## config.mk

```make
export PLATFORM = sky130hd
export DESIGN_NAME = traffic_intersection_ctrl
export DESIGN_NICKNAME = d
export VERILOG_FILES = /design/src/rtl/traffic_intersection_ctrl.sv
export SDC_FILE = /design/constraint.sdc
export NUM_CORES = 1
export LEC_CHECK = 0
export ABC_AREA = 1
export BUFFER_PORTS_ARGS = -buffer_cell sky130_fd_sc_hd__buf_2
export CORE_MARGIN = 2
export CORE_UTILIZATION = 35
export DETAILED_ROUTE_END_ITERATION = 10
export RECOVER_POWER = 100
export SYNTH_ARGS = -nofsm -noshare
export SYNTH_HDL_FRONTEND = slang
export SYNTH_SLANG_ARGS = --single-unit
export TNS_END_PERCENT = 30
```

## constraint.sdc

```tcl
create_clock -name clk -period 1.6 [get_ports clk]
set_clock_uncertainty 0.05 [all_clocks]
set_input_delay 0.32 -clock clk [delete_from_list [all_inputs] [get_ports clk]]
set_output_delay 0.32 -clock clk [all_outputs]
set_load 0.05 [all_outputs]
```

## src/rtl/traffic_intersection_ctrl.sv

```systemverilog
// NS/EW intersection controller: one FSM sequences left/green/yellow/all-red phases with emergency hold.
// Lamps decode combinationally from state (zero latency), emergency takes effect one edge later; no backpressure.
module traffic_intersection_ctrl #(
  parameter int LEFT_CYC   = 5,
  parameter int GREEN_CYC  = 10,
  parameter int YELLOW_CYC = 3,
  parameter int ALLRED_CYC = 2,
  parameter int CNT_W      = 5,
  parameter bit START_EW   = 1'b0
) (
  input  logic       clk,
  input  logic       rst,
  input  logic       emergency,
  input  logic       ns_left_req,
  input  logic       ew_left_req,
  output logic [3:0] ns_out,
  output logic [3:0] ew_out,
  output logic       emerg_active,
  output logic [3:0] phase
);

  typedef enum logic [3:0] {
    NS_LEFT    = 4'd0,
    NS_GREEN   = 4'd1,
    NS_YELLOW  = 4'd2,
    CLR_TO_EW  = 4'd3,
    EW_LEFT    = 4'd4,
    EW_GREEN   = 4'd5,
    EW_YELLOW  = 4'd6,
    CLR_TO_NS  = 4'd7,
    EMERG      = 4'd8,
    RESUME_CLR = 4'd9
  } state_t;

  // Lamp encoding {left, green, yellow, red}
  localparam logic [3:0] LAMP_LEFT   = 4'b1001;
  localparam logic [3:0] LAMP_GREEN  = 4'b0100;
  localparam logic [3:0] LAMP_YELLOW = 4'b0010;
  localparam logic [3:0] LAMP_RED    = 4'b0001;

  localparam logic [CNT_W-1:0] LEFT_LAST   = CNT_W'(LEFT_CYC - 1);
  localparam logic [CNT_W-1:0] GREEN_LAST  = CNT_W'(GREEN_CYC - 1);
  localparam logic [CNT_W-1:0] YELLOW_LAST = CNT_W'(YELLOW_CYC - 1);
  localparam logic [CNT_W-1:0] ALLRED_LAST = CNT_W'(ALLRED_CYC - 1);
  localparam state_t RESET_STATE = START_EW ? CLR_TO_EW : CLR_TO_NS;

  state_t           state, state_nxt;
  state_t           saved, saved_nxt;
  logic [CNT_W-1:0] cnt, cnt_nxt;
  logic [CNT_W-1:0] last;
  logic             at_last;
  logic             ns_pend, ew_pend;
  logic             ns_enter, ew_enter;

  always_ff @(posedge clk or posedge rst) begin
    if (rst) begin
      state   <= RESET_STATE;
      saved   <= NS_LEFT;
      cnt     <= '0;
      ns_pend <= 1'b0;
      ew_pend <= 1'b0;
    end else begin
      state   <= state_nxt;
      saved   <= saved_nxt;
      cnt     <= cnt_nxt;
      ns_pend <= ns_enter ? 1'b0 : (ns_pend | ns_left_req);
      ew_pend <= ew_enter ? 1'b0 : (ew_pend | ew_left_req);
    end
  end

  // Clearance and resume states share the all-red duration
  always_comb begin
    case (state)
      NS_LEFT, EW_LEFT:     last = LEFT_LAST;
      NS_GREEN, EW_GREEN:   last = GREEN_LAST;
      NS_YELLOW, EW_YELLOW: last = YELLOW_LAST;
      default:              last = ALLRED_LAST;
    endcase
  end

  assign at_last = (cnt == last);

  always_comb begin
    state_nxt = state;
    saved_nxt = saved;
    cnt_nxt   = cnt + CNT_W'(1);
    if (state == EMERG) begin
      cnt_nxt = cnt;
      if (!emergency) begin
        state_nxt = RESUME_CLR;
        cnt_nxt   = '0;
      end
    end else if (emergency || state > RESUME_CLR) begin
      // Re-entry from RESUME_CLR keeps the originally interrupted phase
      state_nxt = EMERG;
      cnt_nxt   = cnt;
      if (state > RESUME_CLR) begin
        saved_nxt = CLR_TO_NS;
      end else if (state != RESUME_CLR) begin
        saved_nxt = state;
      end
    end else if (at_last) begin
      cnt_nxt = '0;
      case (state)
        NS_LEFT:    state_nxt = NS_GREEN;
        NS_GREEN:   state_nxt = NS_YELLOW;
        NS_YELLOW:  state_nxt = CLR_TO_EW;
        CLR_TO_EW:  state_nxt = ew_pend ? EW_LEFT : EW_GREEN;
        EW_LEFT:    state_nxt = EW_GREEN;
        EW_GREEN:   state_nxt = EW_YELLOW;
        EW_YELLOW:  state_nxt = CLR_TO_NS;
        CLR_TO_NS:  state_nxt = ns_pend ? NS_LEFT : NS_GREEN;
        RESUME_CLR: state_nxt = saved;
        default:    state_nxt = EMERG;
      endcase
    end
  end

  assign ns_enter = (state_nxt == NS_LEFT) && (state != NS_LEFT);
  assign ew_enter = (state_nxt == EW_LEFT) && (state != EW_LEFT);

  always_comb begin
    ns_out = LAMP_RED;
    ew_out = LAMP_RED;
    case (state)
      NS_LEFT:   ns_out = LAMP_LEFT;
      NS_GREEN:  ns_out = LAMP_GREEN;
      NS_YELLOW: ns_out = LAMP_YELLOW;
      EW_LEFT:   ew_out = LAMP_LEFT;
      EW_GREEN:  ew_out = LAMP_GREEN;
      EW_YELLOW: ew_out = LAMP_YELLOW;
      default: ;
    endcase
  end

  assign emerg_active = (state == EMERG) || (state == RESUME_CLR);
  assign phase        = state;

endmodule
```

Word-level counts from Yosys, hierarchy flattened
Cells that the tools add are included.

operators by class
  add/sub/neg operators = 1
  eq/ne operators = 15
  reduce and logical (&&, ||, !) cells = 13
  bitwise gates (word level) = 3
  multiplexer cells = 18
  magnitude comparators = 1

operators by type and width
  cell                   count
  $pmux W4 S3            3
  $pmux W4 S9            1
  $mux W4                6
  $eq A4 B3 Y1 const B   5
  $mux W5                4
  $eq A4 B2 Y1 const B   2
  $eq A4 B4 Y1 const B   2
  $logic_not A4 Y1       2
  $reduce_or A2 Y1       3
  $add A5 B1 Y5 const B  1
  $eq A5 B5 Y1           1
  $eq A4 B1 Y1 const B   1
  $gt A4 B4 Y1 const B   1
  $mux W1                4
  $ne A2 B2 Y1 const B   2
  $ne A4 B3 Y1 const B   1
  $ne A4 B4 Y1 const B   1
  $reduce_bool A4 Y1     1
  $reduce_and A3 Y1      1
  $logic_and A1 B1 Y1    2
  $logic_or A1 B1 Y1     2
  $or A1 B1 Y1           2
  $reduce_and A2 Y1      1
  $reduce_bool A2 Y1     1
  $not A1 Y1             1

word-level totals
  register bits = 15
  output and inout port bits = 13
  input bits = 5

Logic depth before layout (Yosys ltp)
  depth after elaboration = 10
  depth in mapped cells = 13
  depth with buffers taken out = 11

Least setup slack after synthesis
No wires, ideal clock.

  path type = register to register
  start point = register state[1], in the netlist phase[1]
  end point = register ns_pend
  setup slack = -0.736 ns
  library setup time = 0.073 ns
  stages on the path, launching flop included = 10
  arrival = 2.213 ns
  buffers on the path = 1
  data required time = 1.477 ns
  cells stage by stage = dfstp_2 -> buf_2 -> nand2_1 -> nor2_2 -> nor2_4 -> nand2_1 -> nor2_2 -> o21ai_2 -> nor2_2 -> a21oi_2

between the ends
  longest elaborated chain between the ends = 10

ends and longest elaborated chain
  element                                     line     RTL
  start: declaration                          47       state_t state, state_nxt;
  start signal: assignment                    63       state <= state_nxt;
  $eq A4 B3 Y1, or another cell as far along  73, 104
  $reduce_or A2 Y1                            73       case (state)
  $pmux W4 S3                                 73
  $eq A5 B5 Y1                                81       assign at_last = (cnt == last);
  $mux W4                                     102      end else if (at_last) begin
  $mux W4                                     93       end else if (emergency || state > RESUME_CLR) begin
  $mux W4 *                                   87       if (state == EMERG) begin
  net state_nxt[1]                            47
  $logic_not A4 Y1 *                          119      assign ns_enter = (state_nxt == NS_LEFT) && (state != NS_LEFT);
  $logic_and A1 B1 Y1 *                       119
  $mux W1 *                                   66       ns_pend <= ns_enter ? 1'b0 : (ns_pend | ns_left_req);
  end signal: assignment                      66
  end: declaration                            52       logic ns_pend, ew_pend;

Mark *: on every way through the listed nets, which the timed path passes. The rest lies on a longest branch.
A chain may end at the register's enable or synchronous reset.

Worst setup path after layout
  start point = register state[0], in the netlist phase[0]
  end point = output port ew_out[0]

between the ends
  longest elaborated chain between the ends = 2

ends and longest elaborated chain
  element           line  RTL
  $eq A4 B3 Y1      125   case (state)
  $pmux W4 S3 *     125
  end: declaration  17    output logic [3:0] ew_out,

Every way passes the cells marked *; elsewhere a longest branch is shown, timed or not.

==> out/results.tsv <==
metric	value	unit
num_io_pins	18	
fmax	526	MHz
layout_setup_ws	-0.299	ns
antenna_left	0	
clock-sinks	15	
wire_per_inst	13.2	um
final_nets	232	
grt_pass1_wl	5.48	mm
antenna_found_initial	0	
gp_congestion	0.952	
final-setup-viol-count	25	
die_area	3790	um2
place_ws	-0.214	ns
worst_hold_path_type	in2async	
power_density	1380	nW/um2
drt_first_pass_iters	4	
synth_nets	169	
synth_top_area_share	25.9	%
dp.cells	250	
status	finished, violations left	
clk_latency	0.28	ns
syn2layout_area_growth	67.0	%
relSlewSlack	60.7	%
max-vdd-ir-drop	0.773	mV
mostFrequentLayoutCells	36 x buf_4, 27 x nand2_1, 15 x nand3_1	
fp.dieH	61.6	um
tightest_slew	0.589	ns
htreeDepth	1	
n_antenna_cell	0	
crit_required	1.23	ns
dp_hpwl	2.52	mm
grt.total_usage	19.9	%
coreArea	3100	um2
nFillCells	277	
drive_above_1_share	54.7	%
cap_violations	0	
ys_ff_latch	15	
grt_pass1_vias	1232	
path_class	reg2out	
synthesis.area	1160	um2
ys_types	28	
initial_core_util	37.4	%
yosysSeqAreaShare	32.7	%
worstSetupEndpointType	primary output	
vias	1287	
violations	negative setup slack	
layout_commonest_cell	buf_4	
synthTopCellsByArea	dfrtp_1 26%, nand2_1 11%, nand3_1 9.1%, nor2_1 7.4%, dfstp_2 6.8%	
clk_pin_slew	0.09	ns
worstPathArrival	1.53	ns
period_needed	1.90	ns
synth_area_per_cell	7.12	um2
path_max_fanout	7	
drt_iter0_drc	45	
cts-buffers-inserted	3	
p_leak	0.901	nW
chipWidth	61.6	um
drc_errors	0	
cts_hold_buf	0	
grt_overflow	0	
rows	20	
yosys_warnings	0	
hold_viol	0	
cts_tree	yes	
slew_viol_final	0	
syn_inst	163	
period_share	119	%
drt-total-wl	3.54	mm
cts-root-buf	clkbuf_4	
synth.largest_area_cell	dfrtp_1	
io_buffers	17	
viasPerCell	4.78	
grt_setup_unrepaired	true	
cts_buffer_depth	2	
layout.cells.non_filler	269	
grt_max_degree	16	
start_kind	flop	
## timing repair
item                                    4_1_cts  5_1_grt
endpoints found under the setup margin       27       27
setup buffers                                11        4
cloned                                        0        0
pin swaps                                     9       11
gates resized for setup                      50       26
## power by group
part / internal [mW] / switching (mW) / leakage [nW] / total, mW
logic: 0.752 / 1.09 / 0.705 / 1.84
clock network: 0.0969 / 0.124 / 0.0150 / 0.220
registers: 0.491 / 0.121 / 0.181 / 0.611
## worst max-delay path: stages (launching register included)
cell and delay [ns]:
dfstp_4 0.74, inv_6 0.08, nand2_4 0.11, nor2_4 0.05, nor2_4 0.11, buf_8 0.15
## path summary, 6_finish.rpt
kind | start | end | slack (ns) | cells after the start
hold reg to reg | saved[3] | saved[3] | 0.46 | 2
min in group clk | ew_left_req | ew_pend | 0.21 | 3
setup reg to reg | phase[0] | ns_pend | -0.25 | 9
max in group asynchronous | rst | phase[3] | 1.05 | 2
setup / recovery | phase[0] | ew_out[0] | -0.30 | 5
hold / removal | rst | cnt[0] | 0.03 | 2
## state kept, by name, indices dropped and copies added (netlist names)
| register | flops |
|---|---|
| saved | 4 |
| ew_pend | 1 |
| ns_pend | 1 |
| cnt | 5 |
| phase | 4 |
## kinds of logic (layout without fill, tap and decap cells)
kind of cell | after synthesis | in the layout | synth area share (%)
flops | 15 | 15 | 32.7
simple gates | 105 | 105 | 48.1
fa+ha+maj | 1 | 1 | 1.08
buf+inv | 25 | 87 | 9.05
xor+xnor | 2 | 2 | 1.51
compound gates | 15 | 15 | 7.65
## cell usage after synthesis (all sizes together)
cell / instances
nor2: 36
o22ai: 3
nand4: 3
dfstp: 3
o211ai: 1
ha: 1
o21ai: 7
nand2: 39
dfrtp: 12
nand3b: 1
nor3: 1
xnor2: 1
buf: 2
inv: 23
a21oi: 4
nand3: 25
xor2: 1
## area by class of cell
| type | count | area [um2] | area share, % |
|---|---|---|---|
| clock buffers | 4 | 26.3 | 1.35 |
| flip-flops and latches | 15 | 388 | 20.0 |
| inverters | 23 | 106 | 5.48 |
| repair buffers | 60 | 524 | 27.0 |
| well taps | 44 | 55.1 | 2.84 |
| multi-input cells | 123 | 840 | 43.3 |
## stage by stage
step	TNS [ns]	cell area, um2	power (mW)	hold slack, ns	utilization, %
after floorplan	-2.87	1220	1.56	0.169	-
after global placement	-1.20	1540	1.96	0.364	49.8
after detailed placement	-1.70	1540	1.99	0.367	49.8
after CTS	-4.84	1820	2.48	0.0459	58.5
after global routing	-5.99	1940	2.83	0.0845	62.5
final	-4.32	1940	2.67	0.0322	62.5
## layer usage
layer  wire length, um  share of wire [%]  GRT usage, %  up-vias
met1              1580                 44          24.8      608
met2              1820                 51          35.5       27
met4                41                1.2          6.99        0
met5                 0                  0             0        -
li1                  -                  -             -      647
met3               103                2.9          2.10        5
Note: power is estimated with default switching activity, not from simulation.
